File: src/rtl/vram_blitter_pkg.sv
// Shared types and defaults for the sprite/clear blitter: FSM encoding,
// read-modify-write operations and geometry defaults.
package vram_blitter_pkg;

  localparam int HBITS_DEF     = 7;
  localparam int VBITS_DEF     = 6;
  localparam int AW_DEF        = 12;
  localparam int SPRITE16_ROWS = 16;

  typedef enum logic [3:0] {
    ST_IDLE   = 4'd0,
    ST_FETCH  = 4'd1,
    ST_LATCH  = 4'd2,
    ST_PIX_RD = 4'd3,
    ST_PIX_WR = 4'd4,
    ST_SKIP   = 4'd5,
    ST_FINISH = 4'd6,
    ST_CLR_RD = 4'd7,
    ST_CLR_WR = 4'd8
  } blit_state_e;

  typedef enum logic {
    RMW_XOR  = 1'b0,
    RMW_ANDN = 1'b1
  } rmw_op_e;

  // Draw toggles the masked planes; clear knocks them out.
  function automatic logic [1:0] rmw_apply(rmw_op_e op, logic [1:0] old_px,
                                           logic [1:0] mask);
    return (op == RMW_XOR) ? (old_px ^ mask) : (old_px & ~mask);
  endfunction

endpackage

File: src/rtl/vram_blitter_if.sv
// Pixel read-modify-write port between the blitter (master) and vram (slave).
interface vram_blitter_if
  import vram_blitter_pkg::*;
#(
  parameter int HBITS = HBITS_DEF,
  parameter int VBITS = VBITS_DEF
);
  logic [HBITS-1:0] vram_hpos;
  logic [VBITS-1:0] vram_vpos;
  logic [1:0]       vram_pixeli;
  logic [1:0]       vram_pixelo;
  logic             vram_we;

  modport master (
    output vram_hpos, vram_vpos, vram_pixeli, vram_we,
    input  vram_pixelo
  );

  modport slave (
    input  vram_hpos, vram_vpos, vram_pixeli, vram_we,
    output vram_pixelo
  );
endinterface

File: src/rtl/vram_blitter_rmw_seq.sv
// Write half of the 2-cycle vram read/modify/write pair: applies xor/andn under
// the plane mask to the pixel read back and accumulates the collision flag.
module vram_blitter_rmw_seq
  import vram_blitter_pkg::*;
#(
  parameter int HBITS = HBITS_DEF,
  parameter int VBITS = VBITS_DEF
) (
  input  logic             clk,
  input  logic             reset,
  input  logic [HBITS-1:0] hpos_i,
  input  logic [VBITS-1:0] vpos_i,
  input  logic             wr_i,
  input  rmw_op_e          op_i,
  input  logic [1:0]       mask_i,
  input  logic             coll_clr_i,
  output logic             collision_o,
  vram_blitter_if.master   vram
);

  logic collision_q, collision_d;
  logic hit;

  // Address is held by the caller across RD and WR, so pixelo in the WR
  // cycle is the value of the pixel being rewritten.
  always_comb begin
    vram.vram_hpos   = hpos_i;
    vram.vram_vpos   = vpos_i;
    vram.vram_we     = wr_i;
    vram.vram_pixeli = rmw_apply(op_i, vram.vram_pixelo, mask_i);
  end

  assign hit = wr_i && (op_i == RMW_XOR) && (|(vram.vram_pixelo & mask_i));

  always_comb begin
    collision_d = collision_q;
    if (coll_clr_i) begin
      collision_d = 1'b0;
    end else if (hit) begin
      collision_d = 1'b1;
    end
  end

  always_ff @(posedge clk) begin
    if (reset) begin
      collision_q <= 1'b0;
    end else begin
      collision_q <= collision_d;
    end
  end

  assign collision_o = collision_q;

endmodule

File: src/rtl/vram_blitter.sv
// Sprite draw / screen clear engine: command latch, row/column counters,
// sprite shift register and the sequencing FSM driving the vram RMW port.
module vram_blitter
  import vram_blitter_pkg::*;
#(
  parameter int HBITS = HBITS_DEF,
  parameter int VBITS = VBITS_DEF,
  parameter int AW    = AW_DEF
) (
  input  logic             clk,
  input  logic             reset,
  input  logic             draw_start,
  input  logic             clr_start,
  input  logic [HBITS-1:0] x,
  input  logic [VBITS-1:0] y,
  input  logic [3:0]       n,
  input  logic [AW-1:0]    i_addr,
  input  logic [1:0]       plane_mask,
  output logic             busy,
  output logic             done,
  output logic             collision,
  output logic [AW-1:0]    ram_addr,
  input  logic [7:0]       ram_dout,
  vram_blitter_if.master   vram,
  output blit_state_e      dbg_state_o
);

  // Handshake: a start pulse is taken only in IDLE (draw beats clear); busy
  // rises the next cycle and drops in the single done cycle, in which
  // starts are still ignored; collision is valid with done and held.
  blit_state_e      state_q, state_d;
  logic [HBITS-1:0] x_q, x_d;
  logic [VBITS-1:0] y_q, y_d;
  logic [3:0]       n_q, n_d;
  logic [AW-1:0]    i_q, i_d;
  logic [1:0]       mask_q, mask_d;
  logic [VBITS-1:0] row_q, row_d;
  logic [HBITS-1:0] col_q, col_d;
  logic             byte_q, byte_d;
  logic [15:0]      shift_q, shift_d;

  logic             wide;
  logic [4:0]       rows;
  logic [3:0]       last_col;
  logic [HBITS:0]   px, px_next;
  logic [VBITS:0]   py, py_next;
  logic             row_last;
  logic             clr_mode;
  logic [AW-1:0]    row_off;
  logic [HBITS+VBITS-1:0] rc_next;
  logic             adv, coll_clr, rmw_wr;
  rmw_op_e          rmw_op;

  assign wide     = (n_q == 4'd0);
  assign rows     = wide ? 5'(SPRITE16_ROWS) : {1'b0, n_q};
  assign last_col = wide ? 4'd15 : 4'd7;

  // One extra bit on each coordinate: a carry into it means off-screen.
  assign px       = {1'b0, x_q} + {1'b0, col_q};
  assign px_next  = px + (HBITS+1)'(1);
  assign py       = {1'b0, y_q} + {1'b0, row_q};
  assign py_next  = py + (VBITS+1)'(1);
  assign row_last = ((row_q + VBITS'(1)) == VBITS'(rows));
  assign rc_next  = {row_q, col_q} + (HBITS+VBITS)'(1);
  assign clr_mode = (state_q == ST_CLR_RD) || (state_q == ST_CLR_WR);

  always_comb begin
    row_off = AW'(row_q);
    if (wide) begin
      row_off = AW'({row_q, byte_q});
    end
  end

  assign ram_addr = i_q + row_off;

  always_comb begin
    state_d  = state_q;
    x_d      = x_q;
    y_d      = y_q;
    n_d      = n_q;
    i_d      = i_q;
    mask_d   = mask_q;
    row_d    = row_q;
    col_d    = col_q;
    byte_d   = byte_q;
    shift_d  = shift_q;
    adv      = 1'b0;
    coll_clr = 1'b0;
    rmw_wr   = 1'b0;
    rmw_op   = RMW_XOR;

    case (state_q)
      ST_IDLE: begin
        if (draw_start || clr_start) begin
          x_d      = x;
          y_d      = y;
          n_d      = n;
          i_d      = i_addr;
          mask_d   = plane_mask;
          row_d    = '0;
          col_d    = '0;
          byte_d   = 1'b0;
          coll_clr = 1'b1;
          state_d  = draw_start ? ST_FETCH : ST_CLR_RD;
        end
      end
      ST_FETCH: state_d = ST_LATCH;
      ST_LATCH: begin
        if (wide && !byte_q) begin
          shift_d[15:8] = ram_dout;
          byte_d        = 1'b1;
          state_d       = ST_FETCH;
        end else begin
          if (wide) begin
            shift_d[7:0] = ram_dout;
            state_d      = shift_q[15] ? ST_PIX_RD : ST_SKIP;
          end else begin
            shift_d = {ram_dout, 8'h00};
            state_d = ram_dout[7] ? ST_PIX_RD : ST_SKIP;
          end
        end
      end
      ST_PIX_RD: state_d = ST_PIX_WR;
      ST_PIX_WR: begin
        rmw_wr = 1'b1;
        adv    = 1'b1;
      end
      ST_SKIP:   adv = 1'b1;
      ST_FINISH: state_d = ST_IDLE;
      ST_CLR_RD: begin
        rmw_op  = RMW_ANDN;
        state_d = ST_CLR_WR;
      end
      ST_CLR_WR: begin
        rmw_op = RMW_ANDN;
        rmw_wr = 1'b1;
        if (&{row_q, col_q}) begin
          state_d = ST_FINISH;
        end else begin
          {row_d, col_d} = rc_next;
          state_d        = ST_CLR_RD;
        end
      end
      default: state_d = ST_IDLE;
    endcase

    // Step to the next sprite bit; a clipped row ends the whole draw.
    if (adv) begin
      shift_d = {shift_q[14:0], 1'b0};
      if (col_q[3:0] == last_col) begin
        col_d  = '0;
        byte_d = 1'b0;
        if (row_last || py_next[VBITS]) begin
          state_d = ST_FINISH;
        end else begin
          row_d   = row_q + VBITS'(1);
          state_d = ST_FETCH;
        end
      end else begin
        col_d   = col_q + HBITS'(1);
        state_d = (shift_q[14] && !px_next[HBITS]) ? ST_PIX_RD : ST_SKIP;
      end
    end
  end

  always_ff @(posedge clk) begin
    if (reset) begin
      state_q <= ST_IDLE;
      x_q     <= '0;
      y_q     <= '0;
      n_q     <= '0;
      i_q     <= '0;
      mask_q  <= '0;
      row_q   <= '0;
      col_q   <= '0;
      byte_q  <= 1'b0;
      shift_q <= '0;
    end else begin
      state_q <= state_d;
      x_q     <= x_d;
      y_q     <= y_d;
      n_q     <= n_d;
      i_q     <= i_d;
      mask_q  <= mask_d;
      row_q   <= row_d;
      col_q   <= col_d;
      byte_q  <= byte_d;
      shift_q <= shift_d;
    end
  end

  vram_blitter_rmw_seq #(.HBITS(HBITS), .VBITS(VBITS)) u_rmw (
    .clk         (clk),
    .reset       (reset),
    .hpos_i      (clr_mode ? col_q : px[HBITS-1:0]),
    .vpos_i      (clr_mode ? row_q : py[VBITS-1:0]),
    .wr_i        (rmw_wr),
    .op_i        (rmw_op),
    .mask_i      (mask_q),
    .coll_clr_i  (coll_clr),
    .collision_o (collision),
    .vram        (vram)
  );

  assign busy        = (state_q != ST_IDLE) && (state_q != ST_FINISH);
  assign done        = (state_q == ST_FINISH);
  assign dbg_state_o = state_q;

endmodule
File: src/flat_wrapper.sv
// flat-port wrapper written by rule: the top's interface ports become plain ports
module vram_blitter_flat import vram_blitter_pkg::*;
#(
  parameter int HBITS = HBITS_DEF,
  parameter int VBITS = VBITS_DEF,
  parameter int AW    = AW_DEF
)
  (clk, reset, draw_start, clr_start, x, y, n, i_addr, plane_mask, busy, done, collision, ram_addr, ram_dout, dbg_state_o, vram_vram_hpos, vram_vram_vpos, vram_vram_pixeli, vram_vram_we, vram_vram_pixelo);
  vram_blitter_if #(.HBITS(HBITS), .VBITS(VBITS)) vram_i ();
  input  logic clk;
  input  logic reset;
  input  logic draw_start;
  input  logic clr_start;
  input  logic [HBITS-1:0] x;
  input  logic [VBITS-1:0] y;
  input  logic [3:0] n;
  input  logic [AW-1:0] i_addr;
  input  logic [1:0] plane_mask;
  output logic busy;
  output logic done;
  output logic collision;
  output logic [AW-1:0] ram_addr;
  input  logic [7:0] ram_dout;
  output blit_state_e dbg_state_o;
  output wire logic [$bits(vram_i.vram_hpos)-1:0] vram_vram_hpos;
  output wire logic [$bits(vram_i.vram_vpos)-1:0] vram_vram_vpos;
  output wire logic [$bits(vram_i.vram_pixeli)-1:0] vram_vram_pixeli;
  output wire logic [$bits(vram_i.vram_we)-1:0] vram_vram_we;
  input wire logic [$bits(vram_i.vram_pixelo)-1:0] vram_vram_pixelo;
  assign vram_vram_hpos = vram_i.vram_hpos;
  assign vram_vram_vpos = vram_i.vram_vpos;
  assign vram_vram_pixeli = vram_i.vram_pixeli;
  assign vram_vram_we = vram_i.vram_we;
  assign vram_i.vram_pixelo = vram_vram_pixelo;
  vram_blitter #(.HBITS(HBITS), .VBITS(VBITS), .AW(AW)) u_core (.clk(clk), .reset(reset), .draw_start(draw_start), .clr_start(clr_start), .x(x), .y(y), .n(n), .i_addr(i_addr), .plane_mask(plane_mask), .busy(busy), .done(done), .collision(collision), .ram_addr(ram_addr), .ram_dout(ram_dout), .vram(vram_i), .dbg_state_o(dbg_state_o));
endmodule
File: config.mk
export PLATFORM = sky130hd
export DESIGN_NAME = vram_blitter_flat
export DESIGN_NICKNAME = d
export VERILOG_FILES = /design/src/rtl/vram_blitter_pkg.sv /design/src/rtl/vram_blitter_if.sv /design/src/rtl/vram_blitter_rmw_seq.sv /design/src/rtl/vram_blitter.sv /design/src/flat_wrapper.sv
export SDC_FILE = /design/constraint.sdc
export NUM_CORES = 1
export LEC_CHECK = 0
export CAP_MARGIN = 10
export CORE_ASPECT_RATIO = 1.4
export CORE_UTILIZATION = 42
export CTS_CLUSTER_DIAMETER = 80
export DETAILED_ROUTE_END_ITERATION = 8
export DONT_BUFFER_PORTS = 1
export GPL_ROUTABILITY_DRIVEN = 0
export PLACE_DENSITY_LB_ADDON = 0.08
export SYNTH_ARGS = -nofsm -noshare
export SYNTH_HDL_FRONTEND = slang
export SYNTH_HIERARCHICAL = 1
export SYNTH_SLANG_ARGS = --single-unit
File: constraint.sdc
create_clock -name clk -period 3.4 [get_ports clk]
set_input_delay 0.85 -clock clk [delete_from_list [all_inputs] [get_ports clk]]
set_output_delay 0.85 -clock clk [all_outputs]
set_load 0.01 [all_outputs]
==> results of run 1 <==
## synthesized netlist by cell type (9+ instances only)
cell type  number  area share
xor2_1          9       0.018
buf_4          14       0.024
o21ai_0        32       0.036
nand3_1        11       0.013
inv_1          15       0.013
nor2_1         40       0.034
nor2b_1         9       0.013
nand2_1       106       0.091
a21oi_1        58       0.066
clkbuf_1       28       0.024
a211oi_1       12       0.021
dfxtp_1        66        0.30
ha_1           26       0.074
xnor2_1        19       0.038
## through the flow
stage	util	total power, mW	area (sq um)	cells
after detailed placement	0.4577	2.528	4604	694
final	0.5132	3.696	5164	720
after floorplan	-	2.218	4419	571
after CTS	0.5029	3.652	5060	716
after global routing	0.5132	3.960	5164	720
after global placement	0.4577	2.497	4604	694
## worst reg2reg max path: stages, from the launching register on
cell and delay (ns):
dfxtp_1 0.35, ha_1 0.23, fa_1 0.41, and3_1 0.21, o21ai_0 0.29, o2111ai_1 0.21
a2111o_1 0.48, and2_1 0.22, nor3b_1 0.31, o2bb2ai_1 0.12
## timing repair
action	4_1_cts	5_1_grt
gates resized for setup	15	17
endpoints found under the setup margin	8	10
pin swaps	10	18
setup buffers	7	5
endpoints found under the hold margin	0	0
## logic make-up (layout without fill, tap and decap cells)
group	count (synthesis)	in the layout	share of synthesized area
buffers and inverters	59	73	0.06294
AOI/OAI and AO/OA	156	156	0.2290
xor gates and xnor gates	28	28	0.05583
adders and majority gates	29	29	0.08772
muxes	14	14	0.03361
and+or+nand+nor	219	219	0.2301
DFF	66	66	0.3008
## path summary, 6_finish.rpt
path / from / endpoint / slack (ns) / cells past startpoint
min: u_core/i_q[6] / u_core/i_q[6] / 0.46 / 2
max reg2reg: u_core/row_q[0] / u_core/dbg_state_o[2] / 0.46 / 9
max: u_core/n_q[3] / ram_addr[9] / -0.32 / 12
min reg2reg: u_core/i_q[6] / u_core/i_q[6] / 0.46 / 2
## state kept, by name, summed over array words and instances, names as in the netlist
signal,count
u_core/shift_q,16
u_core/i_q,12
u_core/col_q,7
u_core/x_q,7
u_core/row_q,6
u_core/y_q,6
u_core/dbg_state_o,4
u_core/n_q,4
u_core/mask_q,2
u_core/byte_q,1
u_core/u_rmw/collision_o,1
## metal layers
metal / wire (um) / GRT usage / up-vias / part of all wire
met3: 600 / 0.05340 / 19 / 0.052
met1: 4824 / 0.2498 / 1906 / 0.42
li1: - / - / 2032 / -
met5: 0 / 0 / - / 0
met2: 5923 / 0.3976 / 103 / 0.51
met4: 244 / 0.08367 / 0 / 0.021
## power by group
part	internal, mW	switching (mW)
logic	0.672	0.895
clock network	0.677	0.335
registers	0.941	0.176
## cell type report
cell class              instances  area, sq um
repair buffers                 43        337.8
well taps                     135        168.9
multi-input cells             446         2949
flip-flops and latches         66         1324
clock inverters                 4        75.07
fillers                      1052         4897
clock buffers                  11        252.7
inverters                      15        56.30
==> flow_summary.yaml, run 1 <==
sta:
  fmax_mhz: 268.5
  unrepaired_setup_endpoints_after_global_routing: "true"
  period_share: 1.095
  finClkSkew_ns: 0.004714
  holdWs_ns: 0.4569
  finalSetupTns_ns: -1.747
  maxSlewViolCount: 0
  final.min_clock_period_ns: 3.724
  finalHoldViolations: 0
  worst_case_setup_margin_in_the_final_layout_ns: -0.3239
  setup_viol: 7
  worstMarginPinSlew_ns: 0.9501
  max_slew_margin: 0.3659
synthesis:
  synth_seq_area_share: 0.3008
  synth-main-ff-cell: "dfxtp_1"
  mappedNetlistArea_sq_um: 4393
  yosys_warnings: 6
  synth.distinct_cells: 61
  synthesis.instances: 571
  number_of_synthesized_flops_with_an_enable_pin: 0
  synth_fp_nets: 645
  postSynthRegisterBits: 66
  synth.avg_cell_area_sq_um: 7.693
  synthArstFlopShare: 0
route:
  first_pass_iters: 7
  totalWireLength_um: 11590
  drt_iter0_markers: 211
  drt-wirelength-per-cell_um: 16.10
  drt-vias-per-instance: 5.639
  drt.antenna.violating_nets: 0
  drc_errors: 0
  via_count: 4060
clocking:
  cts_sinks: 66
  clkTransAtPathRegs_ns: 0.06
  htree_num_levels: 3
  worstSkewPairLatency_ns: 0.33
  cts.path.max_buffers: 2
  postCtsHoldBufs: 0
  cts_inserted_buffers: 9
  clock-root-buffer: "clkbuf_16"
  tritoncts: "built"
run_status:
  status: "complete, but fails checks"
  failed_checks: "setup timing"
global_route:
  grtUsageTotal: 0.2218
  wire_length_of_the_first_global_routing_pass_um: 18710
  largest_net_degree_at_the_start_of_global_routing: 68
  via_count_of_the_first_global_routing_pass: 3940
  grt_antenna_before_repair: 0
  gr-total-overflow: 0
final_layout:
  synthToLayoutAreaGrowth_pct: 17.54
  layout.cells.most_common_list: "104 x nand2_1, 64 x dfxtp_1, 54 x a21oi_1, 40 x nor2_1, 39 x buf_4"
  layout-drive-gt1-share: 0.1761
  design.final.nets: 655
  antenna-diode-count: 0
  final_common_cell: "nand2_1"
floorplan:
  floorplan.die.height_um: 123.0
  floorplan.initialDensity: 0.4366
  die_width_um: 88.44
  die-area_sq_um: 10880
  io-pin-count: 80
  core.rowCount: 43
  floorplan.core_area_sq_um: 10060
critical_path:
  worst_path_max_delay_cell: "or4_4"
  worstPathBufferInverterCount: 2
  critPathMaxStageDelay_ns: 0.57
  cp_cell_sequence: "or4_4 -> buf_6 -> o21ai_4 -> ha_4 -> a21o_1 -> a21oi_2 -> o21bai_1 -> a21oi_2 -> o21ai_2 -> nand3_1 -> xnor2_1 -> buf_4"
  setup.worst_path.end_class: "output port"
  criticalPathCategory: "reg -> out"
  cpLargestDelayFamily: "compound AO/OA/AOI/OAI gates"
  crit_arrival_ns: 2.87
  critical_path_fanout_max: 4
  cp_startpoint_kind: "register"
  timing.critical_path.required_ns: 2.55
  critical_path.most_common_cell: "a21oi_2"
power:
  power.ir.vdd_worst_v: 0.0003598
  power_leakage_nw: 2.080
  power.density_cell_area_nw_per_um2: 715.8
placed_design:
  io_buffers: 0
  pre_cts_slack_ns: -0.1743
  dp.final_hpwl_um: 8355
job:
  maxCapViolCount: 0
min_path:
  hold_path_class: "reg -> reg"
Power figures use the tool's default switching activity.
==> run 2, diff against run 1 <==
==> constraint.sdc (replaced) <==
create_clock -name clk -period 3.2 [get_ports clk]
set_input_delay 0.8 -clock clk [delete_from_list [all_inputs] [get_ports clk]]
set_output_delay 0.8 -clock clk [all_outputs]
set_load 0.01 [all_outputs]
==> run 2 against run 1 <==
The run still ends with setup timing left; via count is 0.99% higher; routed wire length rose by 2.0%; setup slack lost 0.059 ns; flip-flop and latch count unchanged; utilization grew 0.37 points; global-route usage grew 0.59 points; sequential power up 4%; critical path depth shrank 1; clock skew is 0.0018 ns higher; critical endpoint is now ram_addr[8]; largest power group unchanged.
==> flow_summary.yaml, run 2 (synthesized netlist as in run 1, its figures left out) <==
run_status:
  status: "complete, but fails checks"
  failed_checks: "setup timing"
route:
  drt.antenna.violating_nets: 0
  wirelength_met1_um: 4818
  wl_met2_um: 6035
  first_pass_iters: 5
  drt-wirelength-per-cell_um: 16.29
  route.top_layer_used: "met4"
  totalWireLength_um: 11830
  drt-vias-per-instance: 5.647
  drt_iter0_markers: 242
  drc_errors: 0
  via_count: 4100
  detailroute.wirelength.met3_um: 617
critical_path:
  r2r.worst_path.cells: 9
  criticalPathCategory: "reg -> out"
  timing.critical_path.required_ns: 2.40
  critPathMaxStageDelay_ns: 0.60
  r2r-end: "u_core/dbg_state_o[2]"
  cp_startpoint_kind: "register"
  cp_cell_sequence: "or4_4 -> nand2_4 -> o21ai_4 -> fa_2 -> a21o_1 -> a21oi_2 -> o21bai_1 -> a21oi_2 -> nor2b_2 -> o21ai_2 -> xnor2_2"
  critical_path.most_common_cell: "a21oi_2"
  critical_path_fanout_max: 6
  timing.rr.start: "u_core/row_q[0]"
  setup.worst_path.end_class: "output port"
  cpLargestDelayFamily: "compound AO/OA/AOI/OAI gates"
  worstPathBufferInverterCount: 0
  worst_path_max_delay_cell: "or4_4"
  crit_arrival_ns: 2.78
  reg2reg_setup_slack_ns: 0.30
final_layout:
  design.final.nets: 660
  synthToLayoutAreaGrowth_pct: 18.40
  nFillCells: 1006
  postLayoutCoreUtil: 0.5170
  final_common_cell: "nand2_1"
  multiInputGateArea_sq_um: 2972
  register_bank_with_the_most_flops: "u_core/shift_q"
  layout.cells.most_common_list: "104 x nand2_1, 60 x dfxtp_1, 54 x a21oi_1, 46 x buf_4, 40 x nor2_1"
  layout-drive-gt1-share: 0.1963
  regs_by_ff_count: "u_core/shift_q: 16 flops, u_core/i_q: 12 flops"
  largest_register_ff_count: 16
  ff_latch_area_sq_um: 1331
  antenna-diode-count: 0
placed_design:
  io_buffers: 0
  dp.final_hpwl_um: 8539
floorplan:
  die-area_sq_um: 10880
  floorplan.initialDensity: 0.4366
  die_width_um: 88.44
  floorplan.core_area_sq_um: 10060
  floorplan.die.height_um: 123.0
  core.rowCount: 43
  io-pin-count: 80
sta:
  finClkSkew_ns: 0.006469
  period_share: 1.120
  unrepaired_setup_endpoints_after_global_routing: "true"
  maxSlewViolCount: 0
  fmax_mhz: 279.1
  worst_case_setup_margin_in_the_final_layout_ns: -0.3834
  final.min_clock_period_ns: 3.583
  max_slew_margin: 0.5688
  setup_viol: 7
  worstMarginPinSlew_ns: 0.6409
  finalHoldViolations: 0
power:
  total_switching_power_mw: 1.523
  internal-power_mw: 2.344
  power.density_cell_area_nw_per_um2: 743.6
  power_mw: 3.868
  power.ir.vdd_worst_v: 0.0003413
  clock_power_share: 0.258
  power.share.switching: 0.3939
  pwr-share-seq: 0.299
  power_leakage_nw: 2.089
  combinationalPowerShare: 0.443
global_route:
  wire_length_of_the_first_global_routing_pass_um: 18950
  via_count_of_the_first_global_routing_pass: 4109
  grt_antenna_before_repair: 0
  largest_net_degree_at_the_start_of_global_routing: 68
  grtUsageTotal: 0.2276
  gr-total-overflow: 0
clocking:
  worstSkewPairLatency_ns: 0.34
  htree_num_levels: 3
  clock-root-buffer: "clkbuf_16"
  cts_inserted_buffers: 9
  cts.path.max_buffers: 2
  cts_sinks: 66
  tritoncts: "built"
  postCtsHoldBufs: 0
  clkTransAtPathRegs_ns: 0.05
min_path:
  whs_path_depth: 2
  hold_path_class: "reg -> reg"
  min_from: "u_core/i_q[6]"
  timing.hold.worst_endpoint: "u_core/i_q[6]"
job:
  maxCapViolCount: 0
==> run 2: cell types whose count changed in the layout (fill, tap and decap cells not counted), sizes merged <==
cell	delta
bufinv	-1
clkinvlp	+1
buf	+5
clkinv	+2
clkbuf	-1
==> run 2: power groups by stage <==
stage	Clock, mW	Sequential [mW]	Combinational [mW]
after detailed placement	0	1.16	1.58
final	0.997	1.16	1.72
after floorplan	0	1.13	1.26
after global placement	0	1.15	1.56
after CTS	1.03	1.15	1.68
after global routing	1.06	1.18	1.91
==> run 2: layout make-up <==
type | count | share of cell area
tap | 135 | 0.03248
inverter | 15 | 0.01083
clock buffer | 10 | 0.04595
multi-input combinational | 446 | 0.5713
timing repair buffer | 48 | 0.07072
clock inverter | 6 | 0.01275
sequential | 66 | 0.2560
==> run 2: through the flow <==
| step | hold WS, ns | std cells | TNS (ns) | worst slack (ns) | cell area [sq um] |
|---|---|---|---|---|---|
| floorplan | 0.4367 | 571 | -0.1117 | -0.05585 | 4446 |
| global placement | 0.4436 | 702 | -0.5904 | -0.1585 | 4678 |
| detailed placement | 0.4474 | 702 | -0.6397 | -0.1656 | 4678 |
| CTS | 0.4562 | 724 | -2.141 | -0.3865 | 5116 |
| global route | 0.4786 | 726 | -2.991 | -0.5341 | 5201 |
| finish | 0.4529 | 726 | -2.124 | -0.3834 | 5201 |
==> run 2: worst register-to-register path, cell delays in order (launching register included) <==
cell and delay, ns:
dfxtp_1 0.34, ha_1 0.22, fa_1 0.41, and3_1 0.21
o21ai_0 0.28, o2111ai_1 0.21, a2111o_1 0.47, and2_1 0.22
nor3b_1 0.31, o2bb2ai_1 0.12
==> run 2: how the worst max path moves through the flow <==
stage	start	end	depth (start not counted)
floorplan	u_core/n_q[2]	ram_addr[10]	12
global placement	u_core/n_q[2]	ram_addr[11]	11
detailed placement	u_core/n_q[2]	ram_addr[9]	12
CTS	u_core/n_q[3]	ram_addr[8]	11
global route	u_core/n_q[3]	ram_addr[8]	14
finish	u_core/n_q[2]	ram_addr[8]	11
==> run 2: routing by layer <==
layer,up-vias,track usage
met5,-,0
met4,0,0.1028
met3,24,0.05541
met2,109,0.4135
met1,1934,0.2444
li1,2033,-
==> run 2: repair_timing <==
| item | in CTS | in global routing |
|---|---|---|
| setup endpoints to repair | 11 | 11 |
| buffers inserted | 6 | 3 |
| pin swaps | 11 | 8 |
| resized for setup | 19 | 13 |
| hold endpoints to repair | 0 | 0 |
==> run 3, diff against run 2 <==
--- a/config.mk
+++ b/config.mk
@@ -5,9 +5,11 @@
 export SDC_FILE = /design/constraint.sdc
 export NUM_CORES = 1
 export LEC_CHECK = 0
+export ABC_AREA = 1
 export CAP_MARGIN = 10
 export CORE_ASPECT_RATIO = 1.4
 export CORE_UTILIZATION = 42
+export CTS_BUF_LIST = sky130_fd_sc_hd__clkbuf_8
 export CTS_CLUSTER_DIAMETER = 80
 export DETAILED_ROUTE_END_ITERATION = 8
 export DONT_BUFFER_PORTS = 1
==> run 3 against run 2 <==
The flow still finishes with violations (setup timing); global-route usage is 0.51 points lower; critical path type unchanged; routed wire length is 6.5% higher; first-iteration DRC count is 1.2% lower; cell count is 20% higher; critical endpoint is now ram_addr[10]; cell area is 1.8% higher; largest cell class unchanged; utilization is 1.3 points lower; non-clock buffer count is 8 lower; power is 7.2% higher; count of clock-buffer cells in the layout stayed put; clock power is 20% lower; die area is 4.9% higher.
==> flow_summary.yaml, run 3 <==
synthesis:
  synthArstFlopShare: 0
  netlist.area_leader.share: 0.2863
  synth_fp_nets: 782
  synth_seq_area_share: 0.2863
  synth_simple_gate_area_share: 0.3194
  synth_compound_area_frac: 0.1689
  synthesis.instances: 708
  synth_mux_area_frac: 0
  netlist.top_cell.by_area: "dfxtp_1"
  yosys_warnings: 6
  synth-main-ff-cell: "dfxtp_1"
  synth.distinct_cells: 43
  mappedNetlistArea_sq_um: 4614
  yosysMostFrequentCell: "nand2_1"
  postSynthRegisterBits: 66
  synthTopCellsByArea: "dfxtp_1 29%, nand2_1 14%, nor2_1 7.8%"
  number_of_synthesized_flops_with_an_enable_pin: 0
  synth_fa_ha_area_frac: 0.08351
  ys_top_cells_by_count: "167 x nand2_1, 96 x nor2_1, 78 x inv_1"
  synth_top_family_by_area: "simple AND/OR/NAND/NOR gates"
  synth.avg_cell_area_sq_um: 6.518
  synth_xor_area_frac: 0.02657
sta:
  finClkSkew_ns: 0.009573
  final.min_clock_period_ns: 3.318
  fmax_mhz: 301.4
  worst_case_setup_margin_in_the_final_layout_ns: -0.1177
  unrepaired_setup_endpoints_after_global_routing: "true"
  max_slew_margin: 0.5919
  finalHoldViolations: 0
  period_share: 1.037
  finalSetupTns_ns: -0.2657
  maxSlewViolCount: 0
  worstMarginPinSlew_ns: 0.6107
  setup_viol: 4
min_path:
  hold_path_class: "reg -> reg"
  whs_path_depth: 2
  min_from: "u_core/shift_q[7]"
  timing.hold.worst_endpoint: "u_core/shift_q[7]"
final_layout:
  ff_latch_area_sq_um: 1326
  layout.cells.most_common_list: "162 x nand2_1, 95 x nor2_1, 72 x inv_1, 62 x dfxtp_1, 61 x o21ai_0"
  multiInputGateArea_sq_um: 2922
  regs_by_ff_count: "u_core/shift_q: 16 flops, u_core/i_q: 12 flops"
  synthToLayoutAreaGrowth_pct: 14.78
  postLayoutCoreUtil: 0.5037
  layout-drive-gt1-share: 0.1685
  design.final.nets: 799
  largest_register_ff_count: 16
  final_common_cell: "nand2_1"
  final_non_filler_cells: 868
  nFillCells: 1099
  antenna-diode-count: 0
  register_bank_with_the_most_flops: "u_core/shift_q"
global_route:
  wire_length_of_the_first_global_routing_pass_um: 20400
  gr-total-overflow: 0
  grt_antenna_before_repair: 0
  largest_net_degree_at_the_start_of_global_routing: 40
  grtUsageTotal: 0.2225
  via_count_of_the_first_global_routing_pass: 4262
critical_path:
  r2r-end: "u_core/row_q[5]"
  cp_cell_sequence: "buf_6 -> nor3_4 -> o21ai_1 -> ha_2 -> fa_2 -> nand3_2 -> nand2_2 -> a21oi_2 -> o21bai_2 -> a21oi_2 -> nor2_2 -> nand2_2 -> xor2_2"
  critPathMaxStageDelay_ns: 0.35
  timing.critical_path.required_ns: 2.40
  worst_path_max_delay_cell: "fa_2"
  crit_arrival_ns: 2.52
  timing.rr.start: "u_core/row_q[0]"
  cp_startpoint_kind: "register"
  critical_path_fanout_max: 2
  reg2reg_setup_slack_ns: 0.63
  r2r.worst_path.cells: 13
  criticalPathCategory: "reg -> out"
  setup.worst_path.end_class: "output port"
floorplan:
  floorplan.initialDensity: 0.4388
  floorplan.die.height_um: 126.0
  die-area_sq_um: 11420
  core.rowCount: 44
  die_width_um: 90.59
  io-pin-count: 80
  floorplan.core_area_sq_um: 10520
job:
  maxCapViolCount: 0
power:
  pwr-share-seq: 0.296
  clock_power_share: 0.193
  combinationalPowerShare: 0.511
  power.density_cell_area_nw_per_um2: 782.8
  power_leakage_nw: 2.308
  total_switching_power_mw: 1.898
  power.ir.vdd_worst_v: 0.0003509
  internal-power_mw: 2.248
  power.share.switching: 0.4577
  power_mw: 4.146
clocking:
  clock-root-buffer: "clkbuf_8"
  cts.path.max_buffers: 2
  clkTransAtPathRegs_ns: 0.08
  htree_num_levels: 3
  tritoncts: "built"
  cts_inserted_buffers: 9
  worstSkewPairLatency_ns: 0.35
  postCtsHoldBufs: 0
  cts_sinks: 66
route:
  first_pass_iters: 5
  totalWireLength_um: 12600
  drt.antenna.violating_nets: 0
  drc_errors: 0
  drt_iter0_markers: 239
  drt-wirelength-per-cell_um: 14.51
  via_count: 4460
  drt-vias-per-instance: 5.138
placed_design:
  dpl.cell_count: 836
  pre_cts_slack_ns: -0.05634
  dp.final_hpwl_um: 9425
  io_buffers: 0
run_status:
  failed_checks: "setup timing"
  status: "complete, but fails checks"
run 3: critical path: cells and delay by family, from the launching register on:
kind	cells	cell delay, ns
adder cells (fa/ha/maj)	2	0.54
AO/OA/AOI/OAI	4	0.49
AND/OR/NAND/NOR	5	0.48
flip-flops	1	0.34
XOR/XNOR	1	0.19
buffers and inverters	1	0.12
run 3: cell type report:
cell class | count | share of cell area
clock buffer | 10 | 0.02599
clock inverter | 6 | 0.01677
inverter | 87 | 0.06378
multi-input combinational | 521 | 0.5516
sequential | 66 | 0.2504
tap | 138 | 0.03260
timing repair buffer | 40 | 0.05882
run 3: layer usage:
metal	global-route usage	up-vias	wire length (um)
li1	-	2315	-
met1	0.2499	2021	5147
met2	0.4135	109	6645
met3	0.03744	15	564
met4	0.08539	0	239
met5	0	-	0
run 3: repair_timing:
item                                    in CTS  in global routing
resized for setup                           29                 20
endpoints found under the hold margin        0                  0
pin swaps                                   14                 17
endpoints found under the setup margin       7                  8
setup buffers                               11                  5
run 3: logic make-up after synthesis:
kind of cell / count (synthesis)
compound gates: 141
buf+inv: 121
fa+ha+maj: 29
xor+xnor: 14
simple gates: 337
flops: 66
run 3: power by group through the flow:
stage / logic (mW) / clock network [mW] / registers (mW)
6_report: 2.12 / 0.802 / 1.23
3_5_place_dp: 1.92 / 0 / 1.22
3_3_place_gp: 1.89 / 0 / 1.22
2_1_floorplan: 1.53 / 0 / 1.18
5_1_grt: 2.36 / 0.860 / 1.25
4_1_cts: 2.06 / 0.823 / 1.21
run 3: through the flow:
stage | cell area [sq um] | hold slack [ns]
after global routing | 5296 | 0.4955
after detailed placement | 4770 | 0.4605
after CTS | 5161 | 0.4723
final | 5296 | 0.4736
after floorplan | 4614 | 0.4470
after global placement | 4770 | 0.4538
run 3: how the worst max path moves through the flow:
| stage | from | end | slack (ns) | depth (start not counted) |
|---|---|---|---|---|
| finish | u_core/n_q[1] | ram_addr[10] | -0.12 | 13 |
| global route | u_core/n_q[0] | ram_addr[10] | -0.23 | 14 |
| CTS | u_core/n_q[3] | ram_addr[8] | -0.17 | 14 |
| detailed placement | u_core/n_q[0] | ram_addr[10] | -0.06 | 14 |
| global placement | u_core/n_q[0] | ram_addr[10] | 0.03 | 14 |
| floorplan | u_core/n_q[1] | ram_addr[10] | 0.08 | 13 |
